**src/rtl/board_multi_operand_accumulator.sv**
```systemverilog
// Switch-operand accumulator: N W-bit switch channels are summed serially, one per clock,
// then loaded into or added onto a saturating/wrapping accumulator shown on the LEDs.
module board_multi_operand_accumulator #(
  parameter int W          = 4,
  parameter int N          = 4,
  parameter int ACC_W      = 8,
  parameter int DEB_CYCLES = 1_000_000,
  parameter int SAT        = 1
) (
  input  logic               CLK100MHZ,
  input  logic               BTNC,
  input  logic [N*W-1:0]     SW,
  input  logic               BTNU,
  input  logic               BTNR,
  output logic [ACC_W+1:0]   LED
);

  localparam int IW = $clog2(N);
  localparam int PW = W + $clog2(N);
  localparam int CW = $clog2(DEB_CYCLES + 1);

  typedef enum logic [1:0] {IDLE, SUM, COMMIT} state_t;

  logic [N*W-1:0] sw_s1, sw_s2;
  logic [1:0]     btn_s1, btn_s2, lvl, lvl_d, pulse;
  logic [CW-1:0]  cnt [2];

  // bit 0 = LOAD (BTNU), bit 1 = ACCUMULATE (BTNR)
  always_ff @(posedge CLK100MHZ) begin
    if (BTNC) begin
      sw_s1  <= '0;
      sw_s2  <= '0;
      btn_s1 <= '0;
      btn_s2 <= '0;
      lvl    <= '0;
      lvl_d  <= '0;
      pulse  <= '0;
      for (int unsigned i = 0; i < 2; i++) cnt[i] <= '0;
    end else begin
      sw_s1  <= SW;
      sw_s2  <= sw_s1;
      btn_s1 <= {BTNR, BTNU};
      btn_s2 <= btn_s1;
      lvl_d  <= lvl;
      pulse  <= lvl & ~lvl_d;
      for (int unsigned i = 0; i < 2; i++) begin
        if (btn_s2[i] != lvl[i]) begin
          if (cnt[i] == CW'(DEB_CYCLES - 1)) begin
            lvl[i] <= btn_s2[i];
            cnt[i] <= '0;
          end else begin
            cnt[i] <= cnt[i] + CW'(1);
          end
        end else begin
          cnt[i] <= '0;
        end
      end
    end
  end

  state_t           state;
  logic [W-1:0]     ops [N];
  logic [PW-1:0]    partial;
  logic [IW-1:0]    idx;
  logic             op_load;
  logic [ACC_W-1:0] acc;
  logic             ovf, busy;
  logic [ACC_W:0]   acc_sum;

  always_comb begin
    acc_sum = {1'b0, acc} + (ACC_W+1)'(partial);
  end

  always_ff @(posedge CLK100MHZ) begin
    if (BTNC) begin
      state   <= IDLE;
      partial <= '0;
      idx     <= '0;
      op_load <= 1'b0;
      acc     <= '0;
      ovf     <= 1'b0;
      busy    <= 1'b0;
      for (int unsigned i = 0; i < N; i++) ops[i] <= '0;
    end else begin
      case (state)
        IDLE: begin
          if (pulse[0] | pulse[1]) begin
            for (int unsigned i = 0; i < N; i++) ops[i] <= sw_s2[i*W +: W];
            partial <= '0;
            idx     <= '0;
            op_load <= pulse[0];
            busy    <= 1'b1;
            state   <= SUM;
          end
        end
        SUM: begin
          partial <= partial + PW'(ops[idx]);
          idx     <= idx + IW'(1);
          if (idx == IW'(N - 1)) state <= COMMIT;
        end
        COMMIT: begin
          if (op_load) begin
            acc <= ACC_W'(partial);
            ovf <= 1'b0;
          end else if (acc_sum[ACC_W]) begin
            ovf <= 1'b1;
            acc <= (SAT != 0) ? '1 : acc_sum[ACC_W-1:0];
          end else begin
            acc <= acc_sum[ACC_W-1:0];
          end
          busy  <= 1'b0;
          state <= IDLE;
        end
        default: state <= IDLE;
      endcase
    end
  end

  assign LED = {busy, ovf, acc};

endmodule

```
**config.mk**
```make
export PLATFORM = sky130hd
export DESIGN_NAME = board_multi_operand_accumulator
export DESIGN_NICKNAME = d
export VERILOG_FILES = /design/src/rtl/board_multi_operand_accumulator.sv
export SDC_FILE = /design/constraint.sdc
export NUM_CORES = 1
export LEC_CHECK = 0
export CAP_MARGIN = 20
export CELL_PAD_IN_SITES_DETAIL_PLACEMENT = 1
export CELL_PAD_IN_SITES_GLOBAL_PLACEMENT = 1
export CORE_MARGIN = 2
export CORE_UTILIZATION = 43
export DETAILED_ROUTE_END_ITERATION = 10
export PLACE_DENSITY_LB_ADDON = 0.1
export RECOVER_POWER = 25
export SYNTH_ARGS = -nofsm -noshare
export SYNTH_HDL_FRONTEND = slang
export SYNTH_SLANG_ARGS = --single-unit
```
**constraint.sdc**
```tcl
create_clock -name CLK100MHZ -period 2.3 [get_ports CLK100MHZ]
set_clock_uncertainty 0.05 [all_clocks]
set_input_delay 0.23 -clock CLK100MHZ [delete_from_list [all_inputs] [get_ports CLK100MHZ]]
set_output_delay 0.23 -clock CLK100MHZ [all_outputs]
set_load 0.01 [all_outputs]
```
==> summary.md <==
Clock tree synthesis inserted a total of 17 buffers. The minimum clock period after layout is 2220 ps. By area the synthesized netlist is led by sky130_fd_sc_hd__edfxtp_1, sky130_fd_sc_hd__dfxtp_1, sky130_fd_sc_hd__nor2b_1. The startpoint identified for the worst register-to-register timing path is acc[0]. In this design, the stage delay of the slowest critical-path cell is 410 ps. The relative area change from synthesis to final layout is 24.1%.

The pre-antenna-repair detailed-routing pass consisted of 4 iterations. Entering global routing, the biggest net connects 37 pins. After technology mapping, the gate count stands at 496.

Among all flip-flop cells after synthesis, the most frequent one is sky130_fd_sc_hd__dfxtp_1. Counting every sink on the clock net gives 121. The count of yosys warnings during synthesis was 0. The dominant delay contributor by cell family on the critical path was compound AO/OA/AOI/OAI gates.

The total routing usage reported by global routing was 18.6%. The repair_antennas step left the layout with diodes totalling 0. TritonCTS built the clock tree.

The number of H-tree levels was 4. Of the available clock period, the critical path in the final layout requires 96.5%. The floorplan step defined a core boundary enclosing 0.0121 sq mm. The count of buffers added on input and output ports is 29. The deepest clock path buffer count is 2. Registers take 0.00298 sq mm. Timing would allow up to 451 MHz. The share of synthesized flip-flops with an asynchronous set or reset is 0%, and the buffer count from post-CTS setup fixing is 0. The initial antenna violation count was 0.

Of all cell types, the one taking the most synthesized area is sky130_fd_sc_hd__edfxtp_1. For this run, the post-layout net count is 619. In this run, post-CTS hold repair placed 0 buffers. The congestion estimate from routability-driven global placement came to 0.817.

The worst path arrival time is 2450 ps. STA classifies the critical path endpoint as a flop. The area fraction of the dominant cell type after synthesis is 31.2%, and the global-route wire length before repair is 19300 microns.

Setup violations remaining at the end of the flow were counted as 0. The minimum hold slack is 276 ps. For the sequential share of the synthesized area, the log shows 55.4%. The final antenna-violating net count was 0.

For the worst-skew pair, the clock arrives at the later sink with an insertion delay of 410 ps. The post-route netlist has 10.9% of its cells at a drive strength greater than 1. The areal power density over the cells works out to 763 mW/mm^2. The HPWL after detailed placement is 8070 microns. The floorplan step defined a die boundary enclosing 0.0134 sq mm. The largest fanout on the critical path is 6, and the relative slew slack is 2.15%. VDD sags by at most 0.558 mV.

Dividing the detail-routed via count by the number of cells gives 5.02. The tools report the final count of pins violating max slew as 0. The class of the most critical hold timing path is input pin to flop. Number of flops mapped to enable cells by yosys: 56. The start point of the worst hold path was BTNC. Setup repair after global routing could not meet its margin everywhere. The via total after detailed routing was 3838; the vertical die dimension was 116 microns. The first element of the critical path is acc[0]. The per-cell routed wire length was 15.1 microns; the number of flip-flops and latches in the synthesized netlist was 121. The tree is rooted in a sky130_fd_sc_hd__clkbuf_16. For the remaining global-route overflow, the log shows 0. The die boundary width works out to 116 microns. The I/O pin total is 30, and the required time reported for the critical path endpoint is 2530 ps.

The routed design has 11600 microns of wire. The buffering stage count on the worst path with inverters included came out at 1. The post-route DRC violation count was 0.

The initial utilization of the core area, before any placement, comes to 44.5%. Area used by multi-input combinational logic: 0.00243 sq mm. Cells fill 55.2% of the core in the end. For the final routed database, the setup TNS stands at 0 ps. Fill cells in the final layout number 1364.

Clock-pin slew was measured on the worst setup and hold paths at 60 ps. The critical path is of the flop to flop type. The run finished with clean final reports. At the pin with the least slew margin, the transition time is 1470 ps. Static leakage power: 2.45 nW.

For this design, the slowest cell found on the critical path is sky130_fd_sc_hd__fa_1. For the total of max-cap violations, the log shows 0. A synthesized cell averages 10.9 sq um. The signal on the critical path passes through ha_1 -> fa_1 -> a211oi_1 -> o21bai_1 -> a41oi_1 -> buf_4 -> a311oi_1.

The floorplan has 40 rows. The type of element launching the critical path was a flop. The final-report hold violation count is 0, and the mapped cell area is 0.00539 sq mm. Counting distinct cell types in the post-synthesis netlist gives 57. The run gives 4055 as the via count of the first global-routing pass. For this block, the initial DRC count from the detailed router was 145.
## synth_stat cells (all sizes together) (3+ instances only)
cell     n
clkbuf  14
ha      13
nand4    9
dfxtp   65
or4      6
nor3     6
nand2   22
nor2    43
edfxtp  56
o21ai   20
xor2    13
mux4     4
o31ai    5
and2    18
xnor2   18
nand3   19
or4b     3
inv     14
a21oi   24
and4     4
a21o     3
or3     12
buf      5
a221oi   5
o211ai   5
nor4     6
a211oi   4
nor2b   42
a22o     4
or2      4
## cells by family after synthesis
family,synth area share [%]
AOI/OAI and AO/OA,10.2
xor gates and xnor gates,5.04
adders and majority gates,3.76
buffers and inverters,2.49
DFF,55.4
muxes,1.86
other,0.0696
and+or+nand+nor,21.3
## where the power goes
part	total, mW	switching [mW]	internal (mW)
Clock	2.57	0.964	1.60
Sequential	2.36	0.0430	2.32
Combinational	0.168	0.0869	0.0815
Total	5.10	1.09	4.00
## worst paths after layout
kind	end	depth (start not counted)	slack, ps
worst min-delay path	partial[2]	3	280
worst max register to register	acc[4]	7	80
worst min register to register	pulse[1]	1	330
worst max-delay path	acc[4]	7	80
## flip-flops by register name, summed over array words and instances, names as in the netlist, named ones only
signal and count:
lvl_d 2, cnt 40, ops 16, btn_s1 2, acc 8, btn_s2 2
state 2, partial 6, sw_s1 16, op_load 1, busy 1, ovf 1
idx 2, pulse 2, sw_s2 16, lvl 2
## cell type report
type,instances,share of cell area (%)
multi-input combinational,381,36.3
tap,168,3.14
inverter,14,0.786
clock inverter,8,0.824
clock buffer,24,7.86
sequential,121,44.6
timing repair buffer,49,6.44
## metrics by stage
step / instances / setup slack, ps / total power [mW] / instance area, sq um
CTS: 765 / 31.8 / 5.14 / 6680
global route: 765 / -28.9 / 5.26 / 6680
floorplan: 535 / 80.6 / 2.49 / 5530
global placement: 733 / 132 / 2.57 / 6100
finish: 765 / 80.5 / 5.10 / 6680
detailed placement: 733 / 62.6 / 2.57 / 6100
## placed cells by master (no fill, tap or decap), drive strengths merged, types with 9 or more instances in the layout
cell type,n
nor2b,42
inv,17
buf,19
edfxtp,56
xor2,13
clkdlybuf4s50,27
nand3,19
and2,18
nand4,9
o21ai,20
dfxtp,65
nor2,43
clkbuf,26
a21oi,24
conb,40
ha,13
or3,12
nand2,22
xnor2,18
## routing by layer
| metal | up-vias | share of wire, % | global-route usage, % |
|---|---|---|---|
| met5 | - | 0 | 0 |
| met1 | 1869 | 45 | 22.5 |
| met3 | 8 | 2.1 | 5.02 |
| met4 | 0 | 0.92 | 5.08 |
| met2 | 23 | 52 | 32.8 |
| li1 | 1938 | - | - |
## timing repair
action / in CTS / in global routing
endpoints found under the setup margin: 0 / 39
hold endpoints to repair: 0 / 0
gates resized for setup: 0 / 4
## tightest hold or removal path, cell delays in order
cell,delay (ps)
sky130_fd_sc_hd__clkbuf_1,120
sky130_fd_sc_hd__buf_4,230
sky130_fd_sc_hd__nor2_1,110
Power figures use the tool's default switching activity.
